$ cat src/rtl/cpu_ctrl_pkg.sv
// cpu_ctrl_pkg: shared hazard-controller types and register-address constants
package cpu_ctrl_pkg;
  localparam int REG_ADDR_W = 5;
  localparam logic [REG_ADDR_W-1:0] X0 = 5'd0;
  typedef enum logic [1:0] {IDLE, RUN, MEM_WAIT, FAULT} state_t;
endpackage

$ cat src/rtl/sat_counter.sv
// sat_counter: unsigned event counter that holds at all-ones instead of wrapping
module sat_counter #(
  parameter int CNT_W = 32
) (
  input  logic             clk_i,
  input  logic             rst_i,
  input  logic             inc_i,
  output logic [CNT_W-1:0] cnt_o
);
  logic [CNT_W-1:0] r_cnt;
  always_ff @(posedge clk_i)
    if (rst_i) r_cnt <= '0;
    else if (inc_i && r_cnt != '1) r_cnt <= r_cnt + 1'b1;
  assign cnt_o = r_cnt;
endmodule

$ cat src/rtl/pipeline_hazard_ctrl.sv
// pipeline_hazard_ctrl: arbitrates load-use, taken-branch and memory-wait hazards
// into PC / IF-ID / ID-EX controls, with a memory-timeout fault and perf counters.
module pipeline_hazard_ctrl
  import cpu_ctrl_pkg::*;
#(
  parameter int CNT_W   = 32,
  parameter int TIMEOUT = 16
) (
  input  logic                  clk_i,
  input  logic                  rst_i,
  input  logic                  start_i,
  input  logic [REG_ADDR_W-1:0] id_rs1_i,
  input  logic [REG_ADDR_W-1:0] id_rs2_i,
  input  logic                  ex_memread_i,
  input  logic [REG_ADDR_W-1:0] ex_rd_i,
  input  logic                  branch_taken_i,
  input  logic                  dmem_req_i,
  input  logic                  dmem_ack_i,
  output logic                  pc_write_o,
  output logic                  ifid_write_o,
  output logic                  ifid_flush_o,
  output logic                  idex_bubble_o,
  output logic                  pipe_hold_o,
  output logic                  fault_o,
  output logic [CNT_W-1:0]      stall_cnt_o,
  output logic [CNT_W-1:0]      flush_cnt_o
);
  localparam int WAIT_W = $clog2(TIMEOUT + 1);
  state_t            r_state, w_next;
  logic [WAIT_W-1:0] r_wait;
  logic              w_mem_stall, w_adv, w_load_use, w_timeout;
  assign w_mem_stall = r_state == RUN && dmem_req_i && !dmem_ack_i;
  // the ack cycle of a memory wait behaves like RUN minus the memory-wait rule
  assign w_adv      = (r_state == RUN && !w_mem_stall) || (r_state == MEM_WAIT && dmem_ack_i);
  assign w_load_use = ex_memread_i && ex_rd_i != X0 && (ex_rd_i == id_rs1_i || ex_rd_i == id_rs2_i);
  assign w_timeout  = r_wait == WAIT_W'(TIMEOUT - 1);
  always_ff @(posedge clk_i)
    if (rst_i) r_state <= IDLE;
    else r_state <= w_next;
  always_ff @(posedge clk_i)
    if (rst_i) r_wait <= '0;
    else if (w_mem_stall) r_wait <= WAIT_W'(1);
    else if (r_state == MEM_WAIT && !dmem_ack_i) r_wait <= r_wait + 1'b1;
  always_comb begin
    w_next = r_state;
    unique case (r_state)
      IDLE:     w_next = start_i ? RUN : IDLE;
      RUN:      w_next = w_mem_stall ? MEM_WAIT : start_i ? RUN : IDLE;
      MEM_WAIT: w_next = dmem_ack_i ? RUN : w_timeout ? FAULT : MEM_WAIT;
      FAULT:    w_next = FAULT;
    endcase
  end
  always_comb begin
    pc_write_o    = w_adv && !w_load_use;
    ifid_write_o  = w_adv && !w_load_use;
    ifid_flush_o  = w_adv && !w_load_use && branch_taken_i;
    idex_bubble_o = r_state == IDLE || (w_adv && w_load_use);
    pipe_hold_o   = w_mem_stall || (r_state == MEM_WAIT && !dmem_ack_i) || r_state == FAULT;
    fault_o       = r_state == FAULT;
  end
  sat_counter #(.CNT_W(CNT_W)) u_stall_cnt (
    .clk_i(clk_i), .rst_i(rst_i), .inc_i(w_adv && w_load_use), .cnt_o(stall_cnt_o)
  );
  sat_counter #(.CNT_W(CNT_W)) u_flush_cnt (
    .clk_i(clk_i), .rst_i(rst_i), .inc_i(ifid_flush_o), .cnt_o(flush_cnt_o)
  );
endmodule
$ cat config.mk
export PLATFORM = sky130hd
export DESIGN_NAME = pipeline_hazard_ctrl
export DESIGN_NICKNAME = d
export VERILOG_FILES = /design/src/rtl/cpu_ctrl_pkg.sv /design/src/rtl/sat_counter.sv /design/src/rtl/pipeline_hazard_ctrl.sv
export SDC_FILE = /design/constraint.sdc
export NUM_CORES = 1
export LEC_CHECK = 0
export BUFFER_PORTS_ARGS = -buffer_cell sky130_fd_sc_hd__buf_4
export CAP_MARGIN = 20
export CORE_MARGIN = 3
export CORE_UTILIZATION = 40
export CTS_BUF_LIST = sky130_fd_sc_hd__clkbuf_4 sky130_fd_sc_hd__clkbuf_8 sky130_fd_sc_hd__clkbuf_16
export CTS_CLUSTER_SIZE = 16
export DETAILED_ROUTE_END_ITERATION = 8
export GPL_TIMING_DRIVEN = 0
export PLACE_DENSITY = 0.6
export SLEW_MARGIN = 0
export SYNTH_ARGS = -nofsm -noshare
export SYNTH_HDL_FRONTEND = slang
export SYNTH_SLANG_ARGS = --single-unit
$ cat constraint.sdc
create_clock -name clk_i -period 3.9 [get_ports clk_i]
set_clock_uncertainty 0.2 [all_clocks]
set_input_delay 0.195 -clock clk_i [delete_from_list [all_inputs] [get_ports clk_i]]
set_output_delay 0.195 -clock clk_i [all_outputs]
set_load 0.03 [all_outputs]
==> impl_metrics.sql <==
INSERT INTO impl_metrics (metric_group, metric, value, unit) VALUES
('outcome', 'run_status', 'finished clean', ''),
('cts', 'cts.root.buffer_cell', 'sky130_fd_sc_hd__clkbuf_8', ''),
('routing', 'first_iter_violations', '215', ''),
('sta', 'maxSlewHeadroom', '49.42', '%'),
('synthesis', 'dominant_combinational_cell_family_by_area_after_synthesis', 'simple AND/OR/NAND/NOR gates', ''),
('sta', 'final-setup-viol-count', '0', ''),
('floorplanning', 'fp-row-count', '35', ''),
('cts', 'cts_made_buffers', '9', ''),
('grt', 'grt_overflow', '0', ''),
('cts', 'cts-root-to-sink-buffers', '2', ''),
('synthesis', 'yosys_warnings', '0', ''),
('routing', 'finalWirelength', '11.57', 'mm'),
('synthesis', 'synth.mux.area_fraction', '4.525', '%'),
('cts', 'clock_latency', '0.35', 'ns'),
('synthesis', 'synth_enable_flop_cells', '0', ''),
('floorplanning', 'floorplan.io_pins', '92', ''),
('cts', 'postCtsSetupBuffers', '0', ''),
('place', 'dp.cells', '710', ''),
('synthesis', 'netlist_area_before_placement', '3981', 'µm²'),
('power', 'fin_total_pwr', '1.371', 'mW'),
('grt', 'gr-usage-all-layers', '20.53', '%'),
('floorplanning', 'die-height', '105.8', 'µm'),
('sta', 'final.setup.worst_slack', '1.139', 'ns'),
('power', 'pd_cells', '273.1', 'nW/µm²'),
('floorplanning', 'initial_core_util', '42.09', '%'),
('sta', 'period_share', '70.80', '%'),
('sta', 'fin_crit', '2.761', 'ns'),
('place', 'hpwlAfterDp', '8.337', 'mm'),
('place', 'place.gp.congestion', '0.8503', ''),
('place', 'portBuffers', '91', ''),
('cells_and_area', 'areaGrowthSynthToFinish', '26.15', '%'),
('setup_path', 'critPathArrivalTime', '2.80', 'ns'),
('min_path', 'min_path_type', 'input pin to flop', ''),
('cts', 'post_cts_resized', '0', ''),
('sta', 'grt_setup_unrepaired', 'false', ''),
('setup_path', 'timing_worst_setup_path_type', 'flop to flop', ''),
('synthesis', 'post_synth_xor_area_fraction', '2.860', '%'),
('cells_and_area', 'ff_latch_area', '1421', 'µm²'),
('place', 'dpl_worst_slack', '1.193', 'ns'),
('cells_and_area', 'post_layout_nonfiller_instances', '726', ''),
('cells_and_area', 'final_layout_size_suffix_gt1_share', '24.79', '%'),
('routing', 'detail_routed_net_length_per_standard_cell', '15.94', 'µm'),
('synthesis', 'synthCells', '489', ''),
('routing', 'remaining_drc_errors', '0', ''),
('floorplanning', 'dieWidth', '105.8', 'µm'),
('flow_run', 'number_of_maximum_capacitance_violations', '0', ''),
('setup_path', 'end_kind', 'flop', ''),
('grt', 'antenna_found_initial', '0', ''),
('cells_and_area', 'antenna_cells_inserted', '0', ''),
('cells_and_area', 'area_of_combinational_cells_with_multiple_inputs', '2385', 'µm²'),
('routing', 'detail_route.vias_per_cell', '5.646', ''),
('floorplanning', 'fp.coreArea', '9459', 'µm²'),
('grt', 'grt_pass1_wl', '18.95', 'mm'),
('synthesis', 'synth.net_count', '515', ''),
('synthesis', 'yosys.area_share.adder', '1.257', '%'),
('routing', 'dr.pass1.iters', '4', ''),
('sta', 'setup-tns-final', '0', 'ns'),
('setup_path', 'critical_path_source_type', 'flop', ''),
('power', 'vdd.ir_drop.worst', '0.1244', 'mV'),
('sta', 'worstMarginPinSlew', '0.7530', 'ns'),
('synthesis', 'register_area_share_after_synthesis', '35.70', '%'),
('cells_and_area', 'layout.nets', '620', ''),
('sta', 'fmaxAchievable', '362.2', 'MHz'),
('power', 'power.static_leakage', '1.831', 'nW'),
('cts', 'htreeDepth', '3', ''),
('synthesis', 'yosys.area_share.simple', '34.51', '%'),
('cts', 'clock_tree_from_tritoncts', 'built', ''),
('cts', 'worst_setup_hold_path_clk_slew', '0.07', 'ns'),
('routing', 'routed_vias', '4099', ''),
('synthesis', 'postSynthAreaPerCell', '8.142', 'µm²'),
('cts', 'clock_sink_count', '71', '');
per-stage QoR:
step	instance area (µm²)	hold WS [ns]	util [%]
final	5022	0.1261	53.10
after global routing	5022	0.1539	53.10
after CTS	5022	0.1075	53.10
after detailed placement	4831	0.2924	51.07
after global placement	4826	0.2853	51.02
after floorplan	3981	0.1666	-
synthesized netlist by cell type (3+ instances only):
master                     instances  area share, %
sky130_fd_sc_hd__o31ai_1          20            3.8
sky130_fd_sc_hd__nand4_1          28            4.4
sky130_fd_sc_hd__or4_1            20            3.8
sky130_fd_sc_hd__inv_1             9           0.85
sky130_fd_sc_hd__o21ai_0          30            3.8
sky130_fd_sc_hd__nor2_1           36            3.4
sky130_fd_sc_hd__dfxtp_1          71             36
sky130_fd_sc_hd__mux2_2           16            4.5
sky130_fd_sc_hd__a211oi_1          3           0.57
sky130_fd_sc_hd__ha_1              4            1.3
sky130_fd_sc_hd__nand3_1          19            2.4
sky130_fd_sc_hd__nor4_1            6           0.94
sky130_fd_sc_hd__or3_1            24            3.8
sky130_fd_sc_hd__nor4_2            3           0.94
sky130_fd_sc_hd__buf_4             3           0.57
sky130_fd_sc_hd__a21oi_1          48            6.0
sky130_fd_sc_hd__clkbuf_1         17            1.6
sky130_fd_sc_hd__nor2b_1          18            2.8
sky130_fd_sc_hd__and3_1           16            2.5
sky130_fd_sc_hd__buf_2             5           0.63
sky130_fd_sc_hd__nor3_1           13            1.6
sky130_fd_sc_hd__and2_1            5           0.79
sky130_fd_sc_hd__xor2_1           12            2.6
sky130_fd_sc_hd__nor3b_1           3           0.57
sky130_fd_sc_hd__nand2_1          27            2.5
sky130_fd_sc_hd__nand4b_1          4           0.88
cell families after synthesis:
kind of cell    count (synthesis)
xor+xnor                       13
fa+ha+maj                       4
mux                            16
buf+inv                        38
flops                          71
simple gates                  236
compound gates                111
worst paths after layout:
check / startpoint / to / slack [ns]
max: u_stall_cnt.cnt_o[20] / u_stall_cnt.cnt_o[18] / 1.14
min: dmem_ack_i / r_state[1] / 0.13
min reg2reg: u_flush_cnt.cnt_o[15] / u_flush_cnt.cnt_o[15] / 0.30
max reg2reg: u_stall_cnt.cnt_o[20] / u_stall_cnt.cnt_o[18] / 1.14
power by group:
group | internal (mW) | total, mW | switching (mW) | leakage [nW]
Sequential | 0.726 | 0.729 | 0.00206 | 0.572
Combinational | 0.0397 | 0.107 | 0.0674 | 1.17
Clock | 0.272 | 0.536 | 0.264 | 0.0922
Total | 1.04 | 1.37 | 0.333 | 1.83
layer usage:
metal	GRT usage, %	vias to the layer above	routed length (µm)
met5	0	-	0
met4	5.273	0	170
met3	5.144	15	793
met2	33.06	117	5342
met1	27.47	1916	5265
li1	-	2051	-
worst max-delay path, stage by stage, from the launching register on:
cell and delay [ns]:
sky130_fd_sc_hd__dfxtp_1 0.44, sky130_fd_sc_hd__nand4_1 0.20, sky130_fd_sc_hd__nor4_2 0.61, sky130_fd_sc_hd__inv_1 0.08, sky130_fd_sc_hd__o21ai_0 0.44, sky130_fd_sc_hd__buf_2 0.32
sky130_fd_sc_hd__nor3b_1 0.09, sky130_fd_sc_hd__mux2_2 0.27
layout make-up:
class	count	share of cell area, %
Timing Repair Buffer	94	14.10
Clock buffer	13	3.313
Buffer	29	2.815
Inverter	9	0.6726
Sequential cell	71	28.30
Multi-Input combinational cell	380	47.48
Tap cell	129	3.214
Clock inverter	1	0.09965
sequential cells by signal, indices dropped and copies added (netlist names):
register	count
r_state	2
r_wait	5
u_flush_cnt.cnt_o	32
u_stall_cnt.cnt_o	32
cell usage in the layout, fill, tap and decap left out, drive strengths merged, types with 2 or more instances in the layout:
master       Yosys  final
nand3           19     19
buf             12    104
a21oi           48     48
and2             5      5
dfxtp           71     71
and3            16     16
dlygate4sd3      0      2
nand2           27     27
nor4             9      9
or3             25     25
xor2            12     12
nand4           29     29
inv              9      9
or4             21     21
nor2            36     36
o31ai           20     20
ha               4      4
nor3b            3      3
nand4b           4      4
nor2b           18     18
a211oi           3      3
nor4b            2      2
mux2            16     16
clkbuf          17     30
and4             2      2
nor3            15     15
nand2b           2      2
o21ai           32     32
timing repair:
action | CTS | global route
setup endpoints to repair | 0 | 0
hold buffers | 2 | 0
hold endpoints to repair | 2 | 0
No activity file was read; power rests on OpenSTA's default activity.
